**src/rtl/fetch_queue.sv**
```systemverilog
// Instruction prefetch queue: one outstanding imem read, DEPTH-entry FIFO of
// {instruction, pc+4}, redirect flush. Define FETCH_QUEUE_STALL_CNT_EN for fetch_stall_cnt.
module fetch_queue #(
  parameter logic [31:0] RESET_PC = 32'h0000_0000,
  parameter int          DEPTH    = 4
) (
  input  logic        clk,
  input  logic        rst,
  output logic        imem_req,
  output logic [31:0] imem_addr,
  input  logic        imem_ack,
  input  logic [31:0] imem_data,
  input  logic        redirect,
  input  logic [31:0] redirect_pc,
  output logic        inst_valid,
  input  logic        inst_ready,
  output logic [31:0] inst_out,
  output logic [31:0] inst_pc_plus4
`ifdef FETCH_QUEUE_STALL_CNT_EN
  ,
  output logic [31:0] fetch_stall_cnt
`endif
);

  localparam int AW = $clog2(DEPTH);
  localparam int CW = AW + 1;
  localparam logic [CW-1:0] FULL = CW'(DEPTH);

  logic [31:0]   fetch_pc;
  logic [31:0]   req_addr;
  logic          pending;
  logic          discard;
  logic [31:0]   inst_mem [DEPTH];
  logic [31:0]   pc4_mem  [DEPTH];
  logic [AW-1:0] rd_ptr;
  logic [AW-1:0] wr_ptr;
  logic [CW-1:0] count;

  logic        issue;
  logic        push;
  logic        pop;
  logic [31:0] redirect_target;

  // A held request keeps its own address so fetch_pc can move on (or be redirected).
  assign imem_req        = pending | (~rst & (count < FULL));
  assign imem_addr       = pending ? req_addr : fetch_pc;
  assign issue           = imem_req & ~pending;
  assign push            = imem_req & imem_ack & ~discard & ~redirect;
  assign pop             = inst_valid & inst_ready & ~redirect;
  assign redirect_target = redirect_pc & 32'hFFFF_FFFC;

  assign inst_valid    = (count != '0);
  assign inst_out      = inst_valid ? inst_mem[rd_ptr] : '0;
  assign inst_pc_plus4 = inst_valid ? pc4_mem[rd_ptr]  : '0;

  // NOTE: sequential state is updated with non-blocking assignments only, so every
  // register samples pre-edge values regardless of statement order.
  always_ff @(posedge clk) begin
    if (rst) begin
      fetch_pc <= RESET_PC;
      req_addr <= RESET_PC;
      pending  <= 1'b0;
      discard  <= 1'b0;
      rd_ptr   <= '0;
      wr_ptr   <= '0;
      count    <= '0;
    end else if (redirect) begin
      fetch_pc <= redirect_target;
      rd_ptr   <= '0;
      wr_ptr   <= '0;
      count    <= '0;
      // An unacknowledged request must still finish at its old address; its data is dropped.
      if (imem_req && !imem_ack) begin
        pending  <= 1'b1;
        discard  <= 1'b1;
        req_addr <= imem_addr;
      end else begin
        pending  <= 1'b0;
        discard  <= 1'b0;
      end
    end else begin
      if (issue) fetch_pc <= fetch_pc + 32'd4;
      if (issue && !imem_ack) begin
        pending  <= 1'b1;
        req_addr <= fetch_pc;
      end else if (pending && imem_ack) begin
        pending  <= 1'b0;
        discard  <= 1'b0;
      end
      if (push) wr_ptr <= wr_ptr + 1'b1;
      if (pop)  rd_ptr <= rd_ptr + 1'b1;
      if (push && !pop)      count <= count + 1'b1;
      else if (pop && !push) count <= count - 1'b1;
    end
  end

  // NOTE: the storage array is deliberately not reset; count gates inst_valid and the
  // zeroed outputs, so stale contents are never observable.
  always_ff @(posedge clk) begin
    if (push) begin
      inst_mem[wr_ptr] <= imem_data;
      pc4_mem[wr_ptr]  <= imem_addr + 32'd4;
    end
  end

`ifdef FETCH_QUEUE_STALL_CNT_EN
  always_ff @(posedge clk) begin
    if (rst)              fetch_stall_cnt <= '0;
    else if (!inst_valid) fetch_stall_cnt <= fetch_stall_cnt + 32'd1;
  end
`endif

endmodule
```
**config.mk**
```make
export PLATFORM = sky130hd
export DESIGN_NAME = fetch_queue
export DESIGN_NICKNAME = d
export VERILOG_FILES = /design/src/rtl/fetch_queue.sv
export SDC_FILE = /design/constraint.sdc
export NUM_CORES = 1
export LEC_CHECK = 0
export CORE_MARGIN = 2
export CORE_UTILIZATION = 45
export DETAILED_ROUTE_END_ITERATION = 7
export PLACE_DENSITY_LB_ADDON = 0.05
export SLEW_MARGIN = 40
export SYNTH_ARGS = -nofsm -noshare
export SYNTH_HDL_FRONTEND = slang
export SYNTH_SLANG_ARGS = --single-unit
```
**constraint.sdc**
```tcl
create_clock -name clk -period 3 [get_ports clk]
set_input_delay 0.3 -clock clk [delete_from_list [all_inputs] [get_ports clk]]
set_output_delay 0.3 -clock clk [all_outputs]
set_load 0.005 [all_outputs]
```
==> metrics.txt, run 1 <==
CTS Buffer Depth 3; synth cell count leaders edfxtp_1, nand2_1, dfxtp_1; post_cts resized 0; number of max-cap violations 0; Final TNS setup 0 ns; Ant. Diodes 0; hold_buf cts 0; first-pass GRT wire length about 47 mm; Power Dens Cells 598 nW/µm²; ratio of cells with drive above 1 in the final layout 16.7%; arrival time at the worst endpoint 2.52 ns; Multi-input gate area 4530 µm²; Post-Syn Nets about 1000; Syn Inst Count roughly 970; synth-to-layout area growth 25.8%; Max Clk Rate 0.354 GHz; Yosys reg bits 329; Layout Skew roughly 0.018 ns; asr flop ratio synth 0%; Logic pwr share between 6 and 7%; # IOs 167; Synth Flop Type edfxtp_1; DP Cell Count about 1500; CTS tree yes; RSZ-0062 raised after global routing no; post-route insts no fill 1568; total grt overflow 0; post-synthesis cell type count 51; routed via count 8192; Inserted Clock Buffers 36; synthesized area per cell 14.5 µm²; final worst setup slack around 0.18 ns; post-synth top area cell edfxtp_1; H-tree Lvls 2; Tightest Pin Transition 0.643 ns; Clk pwr share 45.1%; DRC 0; CP startpoint kind register; WP data required 2.70 ns; number of global-route vias before repair 8313; Tot GR Track Use 18.2%; largest net degree at the start of global routing 66; Net Sw Power 2.12 mW; sequential share of power 48.1%; slew margin rel. a little under three fifths; RD Place Congestion approximately 0.77; FILL cells between 2000 and 2500; port bufs ~160; final-report setup violation count 0; total iterations of the first detailed-routing run 4; EDFF count, synth around 260; switch share 20.2%; DIE AREA 32500 µm²; register area 9160 µm²; Ys Warns 0; Pwr Total 10.5 mW; Period minus WS final 2.82 ns; clock-pin slew on the worst setup and hold paths 0.06 ns; Area after DPL about 16000 µm²; most frequent cell after synthesis edfxtp_1; LEAKAGE 5.77 nW; Internal Power 8.40 mW; clock sink total approximately 330; worst slack, placed 0.429 ns; Die X about 180 µm; final hold vios 0; Initial DRC Count 520; Seq/Total Area, Yosys approximately 65%; outcome finished, final reports clean; fin. max-slew vios 0; post-route cell area 17600 µm²; Synth Cell Area between 10000 and 15000 µm²; Final period util 94.1%; Clk Latency, worst-skew pair 0.51 ns; fin nets 1223; HPWL after detailed placement 19.1 mm; row count 64; Max VDD drop 0.000400 V; largest fanout on the critical path 22; height of the die 180 µm; synth top area cells edfxtp_1, dfxtp_1, mux4_2; share of the synthesized area in the top cell type 55.0%; Vias/cell 5.22; setup bufs post-CTS 0; Hold WC Path Type in -> reg; final WL just under 30 mm; Root Buffer Master clkbuf_16; initial antenna violation count 0; Placeable Area a little over 30000 µm²; type of the worst setup path reg -> out; Worst Setup End Kind output pin; Initial Util between 40% and 50%; DR WL/cell 18.9 µm; post-route ant nets 0
==> metal layers <==
layer | track usage, % | routed length [µm] | part of all wire (%) | up-vias
met1 | 25.8 | 13800 | 47 | 4006
met5 | 0 | 0 | 0 | -
met2 | 29.7 | 14000 | 47 | 189
met3 | 2.91 | 1190 | 4.0 | 35
li1 | - | - | - | 3962
met4 | 4.84 | 602 | 2.0 | 0
==> power by group through the flow <==
stage	logic (mW)	clock network [mW]	registers, mW
after detailed placement	0.728	0	5.15
after CTS	0.733	4.85	5.06
final	0.719	4.74	5.06
after global routing	0.789	5.02	5.07
after global placement	0.725	0	5.15
after floorplan	0.353	0	5.13
==> cells in the final DEF (no fill, tap or decap), types with 14 or more instances in the layout <==
master / instances
mux4_2: 64
clkdlybuf4s50_1: 163
xnor2_1: 40
a21oi_1: 47
clkbuf_16: 37
mux2_2: 18
and2_1: 66
nand4_1: 14
nand2_1: 113
dfxtp_1: 70
nor2_1: 45
xor2_1: 18
a211oi_1: 18
edfxtp_1: 256
inv_1: 21
nand3_1: 17
buf_4: 21
==> sequential cells by signal, summed over array words and instances, names as in the netlist, named ones only <==
signal / count
count: 3
discard: 1
fetch_pc: 30
inst_mem: 128
pc4_mem: 128
pending: 1
rd_ptr: 2
req_addr: 32
wr_ptr: 2
==> metrics by stage <==
stage,hold WS [ns],util (%)
after floorplan,0.378,-
after global placement,0.438,53.3
after detailed placement,0.445,53.3
after CTS,0.167,57.5
after global routing,0.186,57.5
final,0.180,57.5
==> critical path: stages (launching register included) <==
cell             delay, ns
dfxtp_4               0.54
buf_12                0.27
mux4_2                0.58
and2_1                0.19
clkdlybuf4s50_1       0.44
==> final timing paths <==
kind | from | end | slack [ns] | cells after the start
worst max-delay path | register | inst_pc_plus4[31] | 0.18 | 4
worst min-delay path | rst | req_addr[6]$_SDFFE_PP0P_ | 0.18 | 2
worst max register to register | pending$_SDFFE_PP0P_ | pc4_mem[0][28]$_DFFE_PP_ | 0.48 | 7
worst min register to register | req_addr[19]$_SDFFE_PP0P_ | req_addr[19]$_SDFFE_PP0P_ | 0.45 | 2
==> kinds of logic after synthesis <==
kind of cell / after synthesis / synth area share (%)
AOI/OAI and AO/OA: 90 / 3.78
xor gates and xnor gates: 58 / 3.63
adders and majority gates: 8 / 0.769
buffers and inverters: 78 / 2.30
DFF: 329 / 65.4
muxes: 93 / 12.5
and+or+nand+nor: 311 / 11.6
==> area by class of cell <==
class | count | area share [%]
sequential | 329 | 52.0
multi-input combinational | 560 | 25.7
timing repair buffer | 198 | 11.7
clock buffer | 45 | 5.60
tap | 396 | 2.82
clock inverter | 19 | 1.71
inverter | 21 | 0.448
Note: power is estimated with default switching activity, not from simulation.
==> run 2, diff against run 1 <==
--- a/config.mk
+++ b/config.mk
@@ -5,11 +5,12 @@
 export SDC_FILE = /design/constraint.sdc
 export NUM_CORES = 1
 export LEC_CHECK = 0
+export CAP_MARGIN = 0
 export CORE_MARGIN = 2
 export CORE_UTILIZATION = 45
 export DETAILED_ROUTE_END_ITERATION = 7
 export PLACE_DENSITY_LB_ADDON = 0.05
-export SLEW_MARGIN = 40
+export SLEW_MARGIN = 5
 export SYNTH_ARGS = -nofsm -noshare
 export SYNTH_HDL_FRONTEND = slang
 export SYNTH_SLANG_ARGS = --single-unit
==> results of run 2 <==
Same layout as run 1: the final DEF is identical, and so are final timing and power.
